==> config.mk <==
export PLATFORM = sky130hd
export DESIGN_NAME = fetch_unit_flat
export DESIGN_NICKNAME = d
export VERILOG_FILES = /design/src/rtl/fetch_unit_pkg.sv /design/src/rtl/fetch_unit_if.sv /design/src/rtl/fetch_unit_out_buf.sv /design/src/rtl/fetch_unit.sv /design/src/flat_wrapper.sv
export SDC_FILE = /design/constraint.sdc
export NUM_CORES = 1
export LEC_CHECK = 0
export CAP_MARGIN = 20
export CORE_ASPECT_RATIO = 0.5
export CORE_MARGIN = 1
export CORE_UTILIZATION = 60
export DETAILED_ROUTE_END_ITERATION = 8
export DONT_BUFFER_PORTS = 1
export PLACE_DENSITY = 0.74
export SETUP_SLACK_MARGIN = 0.3
export SYNTH_ARGS = -nofsm -noshare
export SYNTH_HDL_FRONTEND = slang
export SYNTH_HIERARCHICAL = 1
export SYNTH_SLANG_ARGS = --single-unit
export TNS_END_PERCENT = 30
==> constraint.sdc <==
create_clock -name CLK -period 4.35 [get_ports CLK]
set_clock_uncertainty 0.2 [all_clocks]
set_input_delay 0.87 -clock CLK [delete_from_list [all_inputs] [get_ports CLK]]
set_output_delay 0.87 -clock CLK [all_outputs]
set_load 0.05 [all_outputs]
==> src/rtl/fetch_unit_pkg.sv <==
// Shared types and constants for the instruction-fetch stage.
//   fetch_state_t   : fetch controller states (FETCH, SQUASH, HALTED)
//   WORD_BYTES      : bytes per instruction word (PC increment)
//   PC_INIT_DEFAULT : default reset PC
package fetch_unit_pkg;

    typedef enum logic [1:0] {
        FETCH  = 2'd0,
        SQUASH = 2'd1,
        HALTED = 2'd2
    } fetch_state_t;

    localparam int          WORD_BYTES      = 4;
    localparam logic [31:0] PC_INIT_DEFAULT = 32'h0000_0000;

endpackage

==> src/rtl/fetch_unit_if.sv <==
// Fetch-stage bus bundle: instruction-memory read port, redirect/halt
// controls from later stages and the IF/ID output handshake.
//   master : the fetch unit (drives imem request and the output triple)
//   slave  : memory + pipeline environment
interface fetch_unit_if #(parameter int WORD_W = 32);

    logic              imem_ren;
    logic [WORD_W-1:0] imem_addr;
    logic              imem_ihit;
    logic [WORD_W-1:0] imem_load;
    logic              redirect_i;
    logic [WORD_W-1:0] redirect_pc_i;
    logic              halt_i;
    logic              ready_i;
    logic              valid_o;
    logic [WORD_W-1:0] instr_o;
    logic [WORD_W-1:0] npc_o;
    logic [WORD_W-1:0] curr_pc_o;

    modport master (
        output imem_ren, imem_addr, valid_o, instr_o, npc_o, curr_pc_o,
        input  imem_ihit, imem_load, redirect_i, redirect_pc_i, halt_i, ready_i
    );

    modport slave (
        input  imem_ren, imem_addr, valid_o, instr_o, npc_o, curr_pc_o,
        output imem_ihit, imem_load, redirect_i, redirect_pc_i, halt_i, ready_i
    );

endinterface

==> src/rtl/fetch_unit_out_buf.sv <==
// fetch_out_buf: one-entry output buffer of the fetch stage.
//   CLK, RST       : clock, asynchronous active-high reset
//   load           : capture load_instr/load_pc (sets valid)
//   clear          : drop the held entry (wins over load)
//   ready          : downstream accepts this cycle
//   valid/instr/npc/curr_pc : buffered triple (npc = curr_pc + 4)
//   free           : buffer can take a new word this cycle
module fetch_out_buf
    import fetch_unit_pkg::*;
#(
    parameter int WORD_W = 32
) (
    input  logic              CLK,
    input  logic              RST,
    input  logic              load,
    input  logic              clear,
    input  logic              ready,
    input  logic [WORD_W-1:0] load_instr,
    input  logic [WORD_W-1:0] load_pc,
    output logic              valid,
    output logic [WORD_W-1:0] instr,
    output logic [WORD_W-1:0] npc,
    output logic [WORD_W-1:0] curr_pc,
    output logic              free
);

    // Free when empty or when the held entry leaves this cycle.
    assign free = !valid || ready;

    always_ff @(posedge CLK or posedge RST) begin
        if (RST) begin
            valid   <= 1'b0;
            instr   <= '0;
            npc     <= '0;
            curr_pc <= '0;
        end else if (clear) begin
            valid <= 1'b0;
        end else if (load) begin
            valid   <= 1'b1;
            instr   <= load_instr;
            curr_pc <= load_pc;
            npc     <= load_pc + WORD_W'(WORD_BYTES);   // wraps modulo 2^WORD_W
        end else if (valid && ready) begin
            valid <= 1'b0;
        end
    end

endmodule

==> src/rtl/fetch_unit.sv <==
// fetch_unit: instruction-fetch stage. Owns the PC, drives the instruction
// memory read port and presents instr/npc/curr_pc to the IF/ID latch.
//   CLK, RST : clock, asynchronous active-high reset
//   fif      : fetch_unit_if.master (imem port, redirect/halt, output handshake)
//   fetch_cnt_o, stall_cnt_o : saturating perf counters, present only when
//                              FETCH_PERF_EN is defined
// Parameters: WORD_W (data/address width), PC_INIT (word-aligned reset PC).
module fetch_unit
    import fetch_unit_pkg::*;
#(
    parameter int                WORD_W  = 32,
    parameter logic [WORD_W-1:0] PC_INIT = WORD_W'(PC_INIT_DEFAULT)
) (
    input  logic         CLK,
    input  logic         RST,
    fetch_unit_if.master fif
`ifdef FETCH_PERF_EN
    ,
    output logic [31:0]  fetch_cnt_o,
    output logic [31:0]  stall_cnt_o
`endif
);

    fetch_state_t      state;
    logic [WORD_W-1:0] pc;
    logic [WORD_W-1:0] sq_addr;     // address of the read being drained in SQUASH
    logic              req_hold;    // request issued, awaiting ihit
    logic              ren;
    logic [WORD_W-1:0] addr;
    logic              buf_free;
    logic              accept;
    logic              buf_clear;
    logic [WORD_W-1:0] tgt;

    assign tgt = {fif.redirect_pc_i[WORD_W-1:2], 2'b00};

    // Request logic. A request, once raised, is held until ihit even if the
    // buffer fills meanwhile; SQUASH keeps presenting the stale address so
    // the memory sees a stable request until it answers.
    always_comb begin
        ren  = 1'b0;
        addr = pc;
        case (state)
            FETCH:   ren = req_hold || buf_free;
            SQUASH:  begin
                ren  = 1'b1;
                addr = sq_addr;
            end
            default: ren = 1'b0;
        endcase
        if (RST) ren = 1'b0;
    end

    assign fif.imem_ren  = ren;
    assign fif.imem_addr = addr;

    // Returned data is only kept in FETCH and when no redirect/halt arrives.
    assign accept    = (state == FETCH) && ren && fif.imem_ihit
                       && !fif.redirect_i && !fif.halt_i;
    assign buf_clear = fif.redirect_i || fif.halt_i;

    always_ff @(posedge CLK or posedge RST) begin
        if (RST) begin
            state    <= FETCH;
            pc       <= PC_INIT;
            sq_addr  <= '0;
            req_hold <= 1'b0;
        end else begin
            case (state)
                FETCH: begin
                    if (fif.halt_i) begin
                        state    <= HALTED;
                        req_hold <= 1'b0;
                    end else if (fif.redirect_i) begin
                        pc       <= tgt;
                        req_hold <= 1'b0;
                        // Read still in flight: drain it before using the target.
                        if (ren && !fif.imem_ihit) begin
                            state   <= SQUASH;
                            sq_addr <= pc;
                        end
                    end else if (ren) begin
                        if (fif.imem_ihit) begin
                            pc       <= pc + WORD_W'(WORD_BYTES);
                            req_hold <= 1'b0;
                        end else begin
                            req_hold <= 1'b1;
                        end
                    end
                end
                SQUASH: begin
                    if (fif.halt_i) begin
                        state <= HALTED;
                    end else begin
                        if (fif.redirect_i) pc <= tgt;
                        if (fif.imem_ihit)  state <= FETCH;
                    end
                end
                HALTED: state <= HALTED;
                default: state <= FETCH;
            endcase
        end
    end

    logic              ob_valid;
    logic [WORD_W-1:0] ob_instr;
    logic [WORD_W-1:0] ob_npc;
    logic [WORD_W-1:0] ob_curr_pc;

    fetch_out_buf #(.WORD_W(WORD_W)) u_out_buf (
        .CLK        (CLK),
        .RST        (RST),
        .load       (accept),
        .clear      (buf_clear),
        .ready      (fif.ready_i),
        .load_instr (fif.imem_load),
        .load_pc    (pc),
        .valid      (ob_valid),
        .instr      (ob_instr),
        .npc        (ob_npc),
        .curr_pc    (ob_curr_pc),
        .free       (buf_free)
    );

    assign fif.valid_o   = ob_valid;
    assign fif.instr_o   = ob_instr;
    assign fif.npc_o     = ob_npc;
    assign fif.curr_pc_o = ob_curr_pc;

`ifdef FETCH_PERF_EN
    always_ff @(posedge CLK or posedge RST) begin
        if (RST) begin
            fetch_cnt_o <= '0;
            stall_cnt_o <= '0;
        end else begin
            if (ob_valid && fif.ready_i && fetch_cnt_o != 32'hFFFF_FFFF)
                fetch_cnt_o <= fetch_cnt_o + 32'd1;
            if (ren && !fif.imem_ihit && stall_cnt_o != 32'hFFFF_FFFF)
                stall_cnt_o <= stall_cnt_o + 32'd1;
        end
    end
`endif

endmodule

==> src/flat_wrapper.sv <==
// flat-port wrapper written by rule: the top's interface ports become plain ports
module fetch_unit_flat import fetch_unit_pkg::*;
#(
    parameter int                WORD_W  = 32,
    parameter logic [WORD_W-1:0] PC_INIT = WORD_W'(PC_INIT_DEFAULT)
)
  (CLK, RST, fif_imem_ren, fif_imem_addr, fif_valid_o, fif_instr_o, fif_npc_o, fif_curr_pc_o, fif_imem_ihit, fif_imem_load, fif_redirect_i, fif_redirect_pc_i, fif_halt_i, fif_ready_i);
  fetch_unit_if #(.WORD_W(WORD_W)) fif_i ();
  input  logic CLK;
  input  logic RST;
  output wire logic [$bits(fif_i.imem_ren)-1:0] fif_imem_ren;
  output wire logic [$bits(fif_i.imem_addr)-1:0] fif_imem_addr;
  output wire logic [$bits(fif_i.valid_o)-1:0] fif_valid_o;
  output wire logic [$bits(fif_i.instr_o)-1:0] fif_instr_o;
  output wire logic [$bits(fif_i.npc_o)-1:0] fif_npc_o;
  output wire logic [$bits(fif_i.curr_pc_o)-1:0] fif_curr_pc_o;
  input wire logic [$bits(fif_i.imem_ihit)-1:0] fif_imem_ihit;
  input wire logic [$bits(fif_i.imem_load)-1:0] fif_imem_load;
  input wire logic [$bits(fif_i.redirect_i)-1:0] fif_redirect_i;
  input wire logic [$bits(fif_i.redirect_pc_i)-1:0] fif_redirect_pc_i;
  input wire logic [$bits(fif_i.halt_i)-1:0] fif_halt_i;
  input wire logic [$bits(fif_i.ready_i)-1:0] fif_ready_i;
  assign fif_imem_ren = fif_i.imem_ren;
  assign fif_imem_addr = fif_i.imem_addr;
  assign fif_valid_o = fif_i.valid_o;
  assign fif_instr_o = fif_i.instr_o;
  assign fif_npc_o = fif_i.npc_o;
  assign fif_curr_pc_o = fif_i.curr_pc_o;
  assign fif_i.imem_ihit = fif_imem_ihit;
  assign fif_i.imem_load = fif_imem_load;
  assign fif_i.redirect_i = fif_redirect_i;
  assign fif_i.redirect_pc_i = fif_redirect_pc_i;
  assign fif_i.halt_i = fif_halt_i;
  assign fif_i.ready_i = fif_ready_i;
  fetch_unit #(.WORD_W(WORD_W), .PC_INIT(PC_INIT)) u_core (.CLK(CLK), .RST(RST), .fif(fif_i));
endmodule
==> impl_metrics.ini <==
[outcome]
status = completed

[power_and_ir_drop]
p_per_area_nw_per_um2 = 428
ir_worst_vdd_v = 0.000302
leakagePower_uw = 0.00398

[routing]
drt-initial-drc-count = 591
via_per_inst = 6.18
wl_per_cell_um = 19.8
dr.pass1.iters = 6
drtAntennaViolNets = 0
dr_total_vias = 6210
wirelength_um = 19900
drc_errors = 0

[final_layout]
design_area_um2 = 8540
fillerInstances = 1027
final_common_cell = nand2_1
multi_input_area_um2 = 3580
final_cell_mix = nand2_1 (246), dfrtp_1 (158), mux2_2 (60)
utilization_pct = 67.5
syn2layout_area_growth_pct = 9.53
seqCellArea_um2 = 3950
drive_above_1_share_pct = 15.8
nets = 893

[placement]
io_buffers = 0
placed_cell_area_um2 = 7890
gp_congestion = 0.850
dpl.hpwl_um = 13400

[clocking]
cts_made_buffers = 17
clkSinkCount = 158
cts-hold-fix-buffers = 0
ctsRootBufferMaster = clkbuf_16
post_cts_buffers = 0
h-tree-depth = 4
cts_buffer_depth = 2
cts_resized = 0
cts_tree = done
cts.clk_slew.worst_paths_ns = 0.07
worstSkewPairLatency_ns = 0.41

[grt]
overflow = 0
grt_use_met3_pct = 9.19
grt_pass1_wl_um = 30500
antenna_found_initial = 1
gr-max-usage-layer = met2
met1_usage_pct = 39.3
grt_start_max_net_pins = 85
first_global_vias = 5675
grt_usage_pct = 29.6
grt_use_met2_pct = 47.6

[worst_setup_path]
worstSetupPathType = register to output port
cp.required_ns = 3.28
cp_max_fo = 18
cpMaxStageDelayCell = nor2b_2
ff2ff_path_depth = 7
r2r-end = u_core/u_out_buf/npc[20]$_DFFE_PP0P_
rr_startpoint = u_core/state[1]$_DFFE_PP0P_
start_kind = register
worst_ep_arrival_time_ns = 2.50
crit_chain = nor2b_2, buf_4, mux2_2
rrSetupSlack_ns = 1.11
max_stage_delay_ns = 0.71
worstSetupEndpointType = output port

[sta]
setup_viol_count_final = 0
worst_pin_slew_ns = 1.03
fin_crit_sh_pct = 82.1
hold_viol = 0
fin_crit_ns = 3.57
grt_setup_unrepaired = no
fmax_ghz = 0.280
setup_tns_ns = 0
relSlewSlack_pct = 31.1
drv_slew = 0

[die]
dieArea_um2 = 13500
core_um2 = 12700
fp.dieH_um = 82.6
initial_core_util_pct = 61.6
rows = 29
die_x_um = 163
boundaryPins = 200

[synth]
ys_seq_area_share_pct = 50.7
syn_area_per_cell_um2 = 9.29
ys.flop_type = dfrtp_1
ys_seq_elements = 158
synth_cell_types = 66
synthCells = 840
ys_warn_count = 6
async_flop_share_pct = 100
synth_edf_count = 0
netlist_area_um2 = 7800

[job]
drv_cap = 0

[min_path]
min_path_type = input port to async pin
[how the worst max path moves through the flow]
stage,from,to,slack (ns),depth (start not counted)
2_1_floorplan,fif_halt_i,u_core/u_out_buf/npc[20]$_DFFE_PP0P_,0.75,10
3_3_place_gp,fif_halt_i,u_core/u_out_buf/npc[20]$_DFFE_PP0P_,0.84,7
3_5_place_dp,fif_halt_i,u_core/u_out_buf/npc[20]$_DFFE_PP0P_,0.81,7
4_1_cts,u_core/state[1]$_DFFE_PP0P_,fif_imem_addr[25],0.75,3
5_1_grt,u_core/state[1]$_DFFE_PP0P_,fif_imem_addr[25],0.61,3
6_report,u_core/state[1]$_DFFE_PP0P_,fif_imem_addr[25],0.78,3
[cell usage after synthesis (all sizes together), types with 4 or more instances]
cell / n / share of area, %
clkbuf: 37 / 2.0
nand2: 246 / 12
a31oi: 15 / 1.2
o31ai: 7 / 0.85
or3: 9 / 0.74
nor2: 42 / 2.0
and3: 10 / 0.82
xor2: 7 / 0.79
or4: 11 / 1.2
a21oi: 34 / 2.2
and4: 7 / 0.83
o21ai: 36 / 2.3
mux2: 60 / 8.7
nor4: 4 / 0.51
nor3: 19 / 1.3
inv: 8 / 0.38
buf: 19 / 1.6
o22ai: 9 / 0.72
dfrtp: 158 / 51
nand4: 19 / 1.6
xnor2: 5 / 0.56
a2bb2oi: 6 / 0.67
nand3: 29 / 1.9
[through the flow]
stage	worst slack [ns]	hold WS [ns]	power, uW	std cells
after floorplan	0.748	0.244	2060	843
after global placement	0.836	0.262	2140	970
after detailed placement	0.813	0.269	2150	970
after CTS	0.746	0.283	3670	1002
after global routing	0.608	0.0130	3790	1005
final	0.780	0.0285	3660	1005
[power by group]
group / switching, uW / leakage [uW] / internal (uW) / total, uW
clock network: 600 / 0.000295 / 925 / 1520
registers: 261 / 0.00213 / 1530 / 1790
logic: 237 / 0.00155 / 102 / 339
[cell families after synthesis]
group                      share of synthesized area (%)
AOI/OAI and AO/OA                                   10.4
xor gates and xnor gates                            1.35
adders and majority gates                          0.321
buffers and inverters                               3.98
DFF                                                 50.7
muxes                                               8.79
other                                             0.0481
and+or+nand+nor                                     24.4
[layer usage]
layer,vias up,part of all wire [%]
li1,2886,-
met1,3004,43
met3,20,11
met5,-,0
met4,0,0.82
met2,300,46
[sequential cells by signal (all words and copies together) (netlist names)]
signal and cells:
u_core/u_out_buf/valid 1, u_core/u_out_buf/instr 32, u_core/req_hold 1, u_core/sq_addr 30
u_core/u_out_buf/npc 32, u_core/pc 30, u_core/u_out_buf/curr_pc 30, u_core/state 2
[cell type report]
type / instances / area share (%)
flip-flops and latches: 158 / 46.3
multi-input cells: 621 / 41.9
clock buffers: 20 / 5.23
well taps: 170 / 2.49
clock inverters: 12 / 1.87
repair buffers: 15 / 1.85
inverters: 8 / 0.381
diodes: 1 / 0.0293
[critical path: cells and delay by family, from the launching register on]
| kind | cells | cell delay, ns |
|---|---|---|
| buf+inv | 1 | 0.40 |
| flops | 1 | 0.46 |
| mux | 1 | 0.51 |
| simple gates | 1 | 0.71 |
(Power assumes the default switching activity.)
